$ cat config.mk
export PLATFORM = sky130hd
export DESIGN_NAME = snapreg_seq
export DESIGN_NICKNAME = d
export VERILOG_FILES = /design/src/rtl/snapreg_seq.sv
export SDC_FILE = /design/constraint.sdc
export NUM_CORES = 1
export LEC_CHECK = 0
export BUFFER_PORTS_ARGS = -buffer_cell sky130_fd_sc_hd__buf_2
export CORE_AREA = 2 2 219 221
export DETAILED_ROUTE_END_ITERATION = 16
export DIE_AREA = 0 0 221 223
export PLACE_DENSITY = 0.41
export SLEW_MARGIN = 20
export SYNTH_ARGS = -nofsm -noshare
export SYNTH_HDL_FRONTEND = slang
export SYNTH_SLANG_ARGS = --single-unit
$ cat constraint.sdc
create_clock -name clk_i -period 2.4 [get_ports clk_i]
set_clock_uncertainty 0.15 [all_clocks]
set_input_delay 0.48 -clock clk_i [delete_from_list [all_inputs] [get_ports clk_i]]
set_output_delay 0.48 -clock clk_i [all_outputs]
set_load 0.02 [all_outputs]
$ cat src/rtl/snapreg_seq.sv
// Batch sequencer for the DRCP snapshot register file: splits one save/restore command
// into chunks of at most BATCH_MAX registers and moves them between GPR and sreg ports.
module snapreg_seq #(
  parameter int unsigned BATCH_MAX = 4
) (
  input  logic                    clk_i,
  input  logic                    rst_ni,
  input  logic                    cmd_valid_i,
  output logic                    cmd_ready_o,
  input  logic                    cmd_restore_i,
  input  logic [4:0]              cmd_start_i,
  input  logic [5:0]              cmd_len_i,
  output logic                    done_o,
  output logic                    error_o,
  output logic                    sreg_req_o,
  output logic [6:0]              sreg_funct7_o,
  output logic [4:0]              sreg_batch_start_o,
  output logic [4:0]              sreg_batch_len_o,
  output logic [32*BATCH_MAX-1:0] sreg_rs_val_o,
  input  logic                    sreg_ack_i,
  input  logic                    sreg_error_i,
  input  logic [32*BATCH_MAX-1:0] sreg_rd_val_i,
  output logic                    gpr_rd_req_o,
  output logic [4:0]              gpr_rd_base_o,
  input  logic [32*BATCH_MAX-1:0] gpr_rd_data_i,
  output logic                    gpr_wr_o,
  output logic [4:0]              gpr_wr_base_o,
  output logic [4:0]              gpr_wr_len_o,
  output logic [32*BATCH_MAX-1:0] gpr_wr_data_o
);

  localparam int unsigned DataW     = 32 * BATCH_MAX;
  localparam logic [5:0]  BatchMaxW = 6'(BATCH_MAX);
  localparam logic [6:0]  Funct7Wr  = 7'b0000000;
  localparam logic [6:0]  Funct7Rd  = 7'b1000000;

  typedef enum logic [2:0] {
    StIdle,
    StSRd,
    StSCap,
    StSWr,
    StRRd,
    StRWr,
    StDone
  } state_e;

  state_e           state_q;
  logic [5:0]       cur_q;
  logic [5:0]       rem_q;
  logic             err_q;
  logic [DataW-1:0] buf_q;

  logic [5:0]       chunk;
  logic [6:0]       cmd_end;
  logic             cmd_illegal;
  logic [DataW-1:0] lane_data;

  assign chunk       = (rem_q > BatchMaxW) ? BatchMaxW : rem_q;
  assign cmd_end     = {2'b00, cmd_start_i} + {1'b0, cmd_len_i};
  assign cmd_illegal = (cmd_len_i == 6'd0) || (cmd_end > 7'd32);

  // Lanes past the current chunk are forced to zero so stale buffer data never leaks.
  always_comb begin
    lane_data = '0;
    for (int unsigned i = 0; i < BATCH_MAX; i++) begin
      if (6'(i) < chunk) begin
        lane_data[i*32 +: 32] = buf_q[i*32 +: 32];
      end
    end
  end

  always_ff @(posedge clk_i or negedge rst_ni) begin
    if (!rst_ni) begin
      state_q <= StIdle;
      cur_q   <= '0;
      rem_q   <= '0;
      err_q   <= 1'b0;
      buf_q   <= '0;
    end else begin
      unique case (state_q)
        StIdle: begin
          if (cmd_valid_i) begin
            cur_q <= {1'b0, cmd_start_i};
            rem_q <= cmd_len_i;
            if (cmd_illegal) begin
              err_q   <= 1'b1;
              state_q <= StDone;
            end else begin
              state_q <= cmd_restore_i ? StRRd : StSRd;
            end
          end
        end
        StSRd: state_q <= StSCap;
        StSCap: begin
          buf_q   <= gpr_rd_data_i;
          state_q <= StSWr;
        end
        StSWr: begin
          if (sreg_ack_i) begin
            if (sreg_error_i) begin
              err_q   <= 1'b1;
              state_q <= StDone;
            end else begin
              cur_q   <= cur_q + chunk;
              rem_q   <= rem_q - chunk;
              state_q <= (rem_q == chunk) ? StDone : StSRd;
            end
          end
        end
        StRRd: begin
          if (sreg_ack_i) begin
            if (sreg_error_i) begin
              err_q   <= 1'b1;
              state_q <= StDone;
            end else begin
              buf_q   <= sreg_rd_val_i;
              state_q <= StRWr;
            end
          end
        end
        StRWr: begin
          cur_q   <= cur_q + chunk;
          rem_q   <= rem_q - chunk;
          state_q <= (rem_q == chunk) ? StDone : StRRd;
        end
        StDone: begin
          err_q   <= 1'b0;
          state_q <= StIdle;
        end
        default: state_q <= StIdle;
      endcase
    end
  end

  // Outputs decode registered state only; request fields are zero outside their states.
  always_comb begin
    cmd_ready_o        = (state_q == StIdle);
    done_o             = (state_q == StDone);
    error_o            = (state_q == StDone) && err_q;
    sreg_req_o         = 1'b0;
    sreg_funct7_o      = '0;
    sreg_batch_start_o = '0;
    sreg_batch_len_o   = '0;
    sreg_rs_val_o      = '0;
    gpr_rd_req_o       = 1'b0;
    gpr_rd_base_o      = '0;
    gpr_wr_o           = 1'b0;
    gpr_wr_base_o      = '0;
    gpr_wr_len_o       = '0;
    gpr_wr_data_o      = '0;
    unique case (state_q)
      StSRd: begin
        gpr_rd_req_o  = 1'b1;
        gpr_rd_base_o = cur_q[4:0];
      end
      StSWr: begin
        sreg_req_o         = 1'b1;
        sreg_funct7_o      = Funct7Wr;
        sreg_batch_start_o = cur_q[4:0];
        sreg_batch_len_o   = chunk[4:0];
        sreg_rs_val_o      = lane_data;
      end
      StRRd: begin
        sreg_req_o         = 1'b1;
        sreg_funct7_o      = Funct7Rd;
        sreg_batch_start_o = cur_q[4:0];
        sreg_batch_len_o   = chunk[4:0];
      end
      StRWr: begin
        gpr_wr_o      = 1'b1;
        gpr_wr_base_o = cur_q[4:0];
        gpr_wr_len_o  = chunk[4:0];
        gpr_wr_data_o = lane_data;
      end
      default: ;
    endcase
  end

endmodule

Word-level counts from Yosys, hierarchy flattened
Cells that the tools add are included.
- word-level logic and storage cells: 83
- bits in registers: 144
- output and inout bits: 294
- multiplexer cells: 42
- add/subtract/negate cells: 3
- equal/unequal tests: 15
- $lt $le $gt $ge: 6
- reductions and logical operators: 12
- operators by type and width (cell ; number):
    $mux W128 ; 4
    $pmux W128 S2 ; 1
    $mux W32 ; 4
    $mux W6 ; 7
    $pmux W6 S3 ; 2
    $mux W5 ; 5
    $mux W3 ; 7
    $pmux W3 S6 ; 1
    $lt A1 B6 Y1 const A ; 2
    $lt A2 B6 Y1 const A ; 2
    $ne A2 B2 Y1 const B ; 5
    $eq A3 B3 Y1 const B ; 3
    $add A5 B6 Y7 ; 1
    $gt A7 B6 Y1 const B ; 1
    $mux W1 ; 7
    $mux W7 ; 1
    $add A6 B6 Y6 ; 1
    $eq A3 B2 Y1 const B ; 2
    $eq A6 B6 Y1 ; 1
    $gt A6 B3 Y1 const B ; 1
    $logic_not A6 Y1 ; 1
    $ne A2 B1 Y1 const B ; 3
    $reduce_and A3 Y1 ; 2
    $reduce_bool A3 Y1 ; 2
    other kinds (11) ; 12

Longest topological paths before layout
- depth after elaboration: 7
- depth in mapped cells: 10
- gate-level depth less buffers: 10

Worst setup path after synthesis
No wires, ideal clock.
- kind: input to register
- start: input cmd_start_i[0]
- end: register err_q
- setup slack: 0.120 ns
- stages on the path: 8
- library setup time: 0.180 ns
- path buffers: 0
- required time: 2.070 ns
- data arrival time: 1.950 ns
- cell sequence: ha_1 inv_1 fa_1 nand2b_1 a21oi_1 xor2_1 o31ai_1 a41oi_1
- word-level cells in the longest chain between the ends: 5
- RTL lines (item ; line ; RTL):
    start, declared ; 11 ; input logic [4:0] cmd_start_i,
    $add A5 B6 Y7 ; 59 ; assign cmd_end = {2'b00, cmd_start_i} + {1'b0, cmd_len_i};
    $gt A7 B6 Y1 ; 60 ; assign cmd_illegal = (cmd_len_i == 6'd0) || (cmd_end > 7'd32);
    $logic_or A1 B1 Y1 ; 60 ;
    $ne A2 B1 Y1 (no line) ; n/a ;
    $reduce_and A5 Y1 (no line) ; n/a ;
    end signal, assigned ; 77 ; err_q <= 1'b0;
    end signal, assigned ; 86 ; err_q <= 1'b1;
    end signal, assigned ; 101 ; err_q <= 1'b1;
    end, declared ; 50 ; logic err_q;
Every way passes these cells.
A chain may end at the register's enable or synchronous reset.

Worst setup path in the final report
- start: register rem_q[3]
- end: output gpr_wr_data_o[75]
- word-level cells in the longest chain between the ends: 5
- RTL lines (item ; line ; RTL):
    start, declared ; 49 ; logic [5:0] rem_q;
    start signal, assigned ; 84 ; rem_q <= cmd_len_i;
    start signal, assigned ; 105 ; rem_q <= rem_q - chunk;
    start signal, assigned ; 123 ; rem_q <= rem_q - chunk;
    $gt A6 B3 Y1 ; 58 ; assign chunk = (rem_q > BatchMaxW) ? BatchMaxW : rem_q;
    $mux W6 * ; 58 ;
    $lt A2 B6 Y1 * ; 66 ; if (6'(i) < chunk) begin
    $mux W32 * ; 66 ;
    $mux W128 * ; 151 ; unique case (state_q)
    end, declared ; 29 ; output logic [32*BATCH_MAX-1:0] gpr_wr_data_o
Every way passes the cells marked *; elsewhere a longest branch is shown, timed or not.

==> summary.md <==
| Metric | Value |
|---|---|
| Finished Cell Area | `14500 um^2` |
| Antenna Nets Post-Route | `0` |
| Grt total ovfl | `0` |
| WHS | `120 ps` |
| Average cell area after synthesis | `7.62 um^2` |
| RSZ-0062 raised after global routing | `yes` |
| Switching part of the total | `45.1%` |
| Failing checks | `setup timing` |
| Die height | `223 um` |
| WL/cell | `17.7 um` |
| Area grow syn2layout | `58.2%` |
| Min Tclk post-route | `about 2800 ps` |
| Drt first pass iters | `7` |
| Synth top area share | `approximately two fifths` |
| CTS tree | `built` |
| WL final | `42300 um` |
| Cells after Synth | `1207` |
| Filler cells | `5159` |
| Layout cells sized above 1 | `about two fifths` |
| Crit path capture type | `output port` |
| Fmax | `0.357 GHz` |
| Cell taking the most area after synthesis | `dfrtp_1` |
| P per Cell Area | `approximately 1200 nW/um^2` |
| Most frequent cell after synthesis | `nand2_1` |
| Worst EP required | `1770 ps` |
| Critical path fanouts, max | `32` |
| Relative slew margins | `~43%` |
| Top_reg_cell synth | `dfrtp_1` |
| 1st-iter DRT viols | `467` |
| Via/cell ratio | `roughly 4.3` |
| Max cap viols | `0` |
| Ys Warns | `0` |
| Internal | `9.36 mW` |
| Die area | `49300 um^2` |
| Final Setup Violations | `270` |
| P_leak | `between 7 and 8 nW` |
| Kind of critical path | `register to output port` |
| Final Hold Vio Count | `0` |
| Least-Margin Pin Slew | `approximately 860 ps` |
| Sequential cell area fraction in the yosys report | `roughly 40%` |
| # IOs | `roughly 570` |
| Clock Power Share | `17.1%` |
| Peak supply drop | `884 uV` |
| Core Area | `47100 um^2` |
| Initial core utilization | `19.5%` |
| Overall Global Routing Usage | `16.5%` |
| H-tree levels | `4` |
| Largest net degree at the start of global routing | `131` |
| Fraction of registers with async set/reset | `100%` |
| Area after DPL | `12800 um^2` |
| Placer Congestion | `0.819` |
| Logic gate share of total power | `54.2%` |
| Vias after detailed routing | `10400` |
| Initial antenna violation count | `7` |
| CTS clk-pin slew, worst paths | `approximately 70 ps` |
| Multi-input logic area | `about 5300 um^2` |
| Seq cells post-synth | `around 140` |
| Status | `finished, violations left` |
| TritonCTS buffer count | `17` |
| First-pass GRT wire length | `62700 um` |
| Synth area leaders | `dfrtp_1, and2_1, nand2_1` |
| # port buffers | `approximately 560` |
| HP Class | `primary input to register` |
| Tcrit/Tclk final | `117%` |
| Sequential Power Share | `about 29%` |
| Most frequent cells after synthesis | `nand2_1, and2_1, nor2_1, dfrtp_1, a31oi_1` |
| Clock latency on the worst-skew pair | `450 ps` |
| Worst EP arrival | `2170 ps` |
| Storage cell area | `3580 um^2` |
| Clk root buf | `clkbuf_16` |
| Slew Viols, Final | `0` |
| Layout Nets | `approximately 2100` |
| # DRC | `0` |
| Synth cell types | `slightly below 60` |
| Maximum root-to-sink buffer count | `2` |
| Row Count | `80` |
| Synthesized area | `9200 um^2` |
| Clock tree sinks | `around 140` |
| Sw Pwr | `slightly below 8 mW` |
| Worst setup SP type | `register` |
| Die Wd | `221 um` |
| Final worst slack | `-401 ps` |
| Post-synth EDFFs | `0` |
| HPWL after detailed placement | `30600 um` |
| Number of global-route vias before repair | `10300` |
[registers in the layout (all words and copies together), names as in the netlist]
signal / count
state_q: 3
cur_q: 5
rem_q: 6
err_q: 1
buf_q: 128
[cell type report]
type,instances,area share (%)
inverters,16,0.447
well taps,615,5.29
multi-input cells,959,36.4
flip-flops and latches,143,24.6
clock inverters,10,1.11
diodes,5,0.0860
repair buffers,628,28.9
clock buffers,21,3.17
[layer usage]
| metal | track usage (%) | vias up | wire length [um] |
|---|---|---|---|
| met4 | 3.94 | 6 | 436 |
| met3 | 4.36 | 28 | 2740 |
| met5 | 0 | - | 35 |
| met2 | 28.2 | 368 | 21000 |
| met1 | 20.7 | 4911 | 18100 |
| li1 | - | 5063 | - |
[cells by family after synthesis]
| group | count (synthesis) | share of synthesized area, % |
|---|---|---|
| other cells | 2 | 0.0817 |
| xor+xnor | 5 | 0.476 |
| simple gates | 735 | 38.6 |
| flops | 143 | 38.9 |
| fa+ha+maj | 12 | 1.80 |
| compound gates | 192 | 13.2 |
| mux | 1 | 0.109 |
| buf+inv | 117 | 6.83 |
[through the flow]
stage	setup TNS [ps]	utilization [%]	instances	total power [mW]	setup slack, ps
after global routing	-109460	30.8	2395	18.4	-506
after CTS	-94370	30.3	2390	17.1	-467
after floorplan	0	-	1217	10.1	120
after detailed placement	-28060	27.2	2338	13.3	-330
after global placement	-20940	27.2	2338	13.2	-243
final	-76300	30.9	2397	17.1	-401
[placed cells by master, fill, tap and decap left out, drive strengths merged, types with 2 or more instances in the layout]
cell type / n
nor3: 6
ha: 10
o31ai: 2
buf: 624
a31oi: 133
o21a: 2
inv: 16
clkinv: 6
diode: 5
conb: 12
o21bai: 2
fa: 2
a21oi: 16
bufinv: 4
a211oi: 3
xnor2: 2
nor3b: 4
or3b: 2
nor2b: 3
nor2: 160
a21o: 3
a221oi: 2
o2bb2ai: 3
nand3: 2
dfrtp: 143
xor2: 3
and3: 11
and2: 263
nor4: 2
nand2: 275
o22ai: 3
clkbuf: 23
o21ai: 14
[power by group through the flow]
stage                     sequential [mW]  clock, mW  combinational (mW)
final                                4.90       2.92                9.24
after global routing                 5.09       3.10                10.2
after CTS                            4.93       3.02                9.13
after detailed placement             4.90          0                8.38
after global placement               4.90          0                8.33
after floorplan                      4.26          0                5.83
[path summary, 6_finish.rpt]
path,slack (ps),start,end,cells past startpoint
setup / recovery,-400,rem_q[3],gpr_wr_data_o[75],8
hold / removal,120,sreg_rd_val_i[59],buf_q[59],3
setup reg to reg,10,rem_q[3],cur_q[4],10
hold reg to reg,410,buf_q[118],buf_q[118],2
max in group asynchronous,1030,rst_ni,buf_q[112],3
min in group asynchronous,400,rst_ni,buf_q[122],2
[critical path, cell delays in order, from the launching register on]
cell     delay (ps)
dfrtp_1         410
nor4_4          320
inv_2           120
a21oi_4         200
buf_6           120
nor2_2           40
buf_12          150
and2_1          180
buf_2           160
[timing repair]
action | 4_1_cts | 5_1_grt
hold buffers | 1 | 0
setup endpoints to repair | 270 | 279
endpoints found under the hold margin | 35 | 0
pin swaps | 25 | 7
gates resized for setup | 190 | 72
buffers inserted | 17 | 0
gates cloned | 3 | 2
Note: power is estimated with default switching activity, not from simulation.
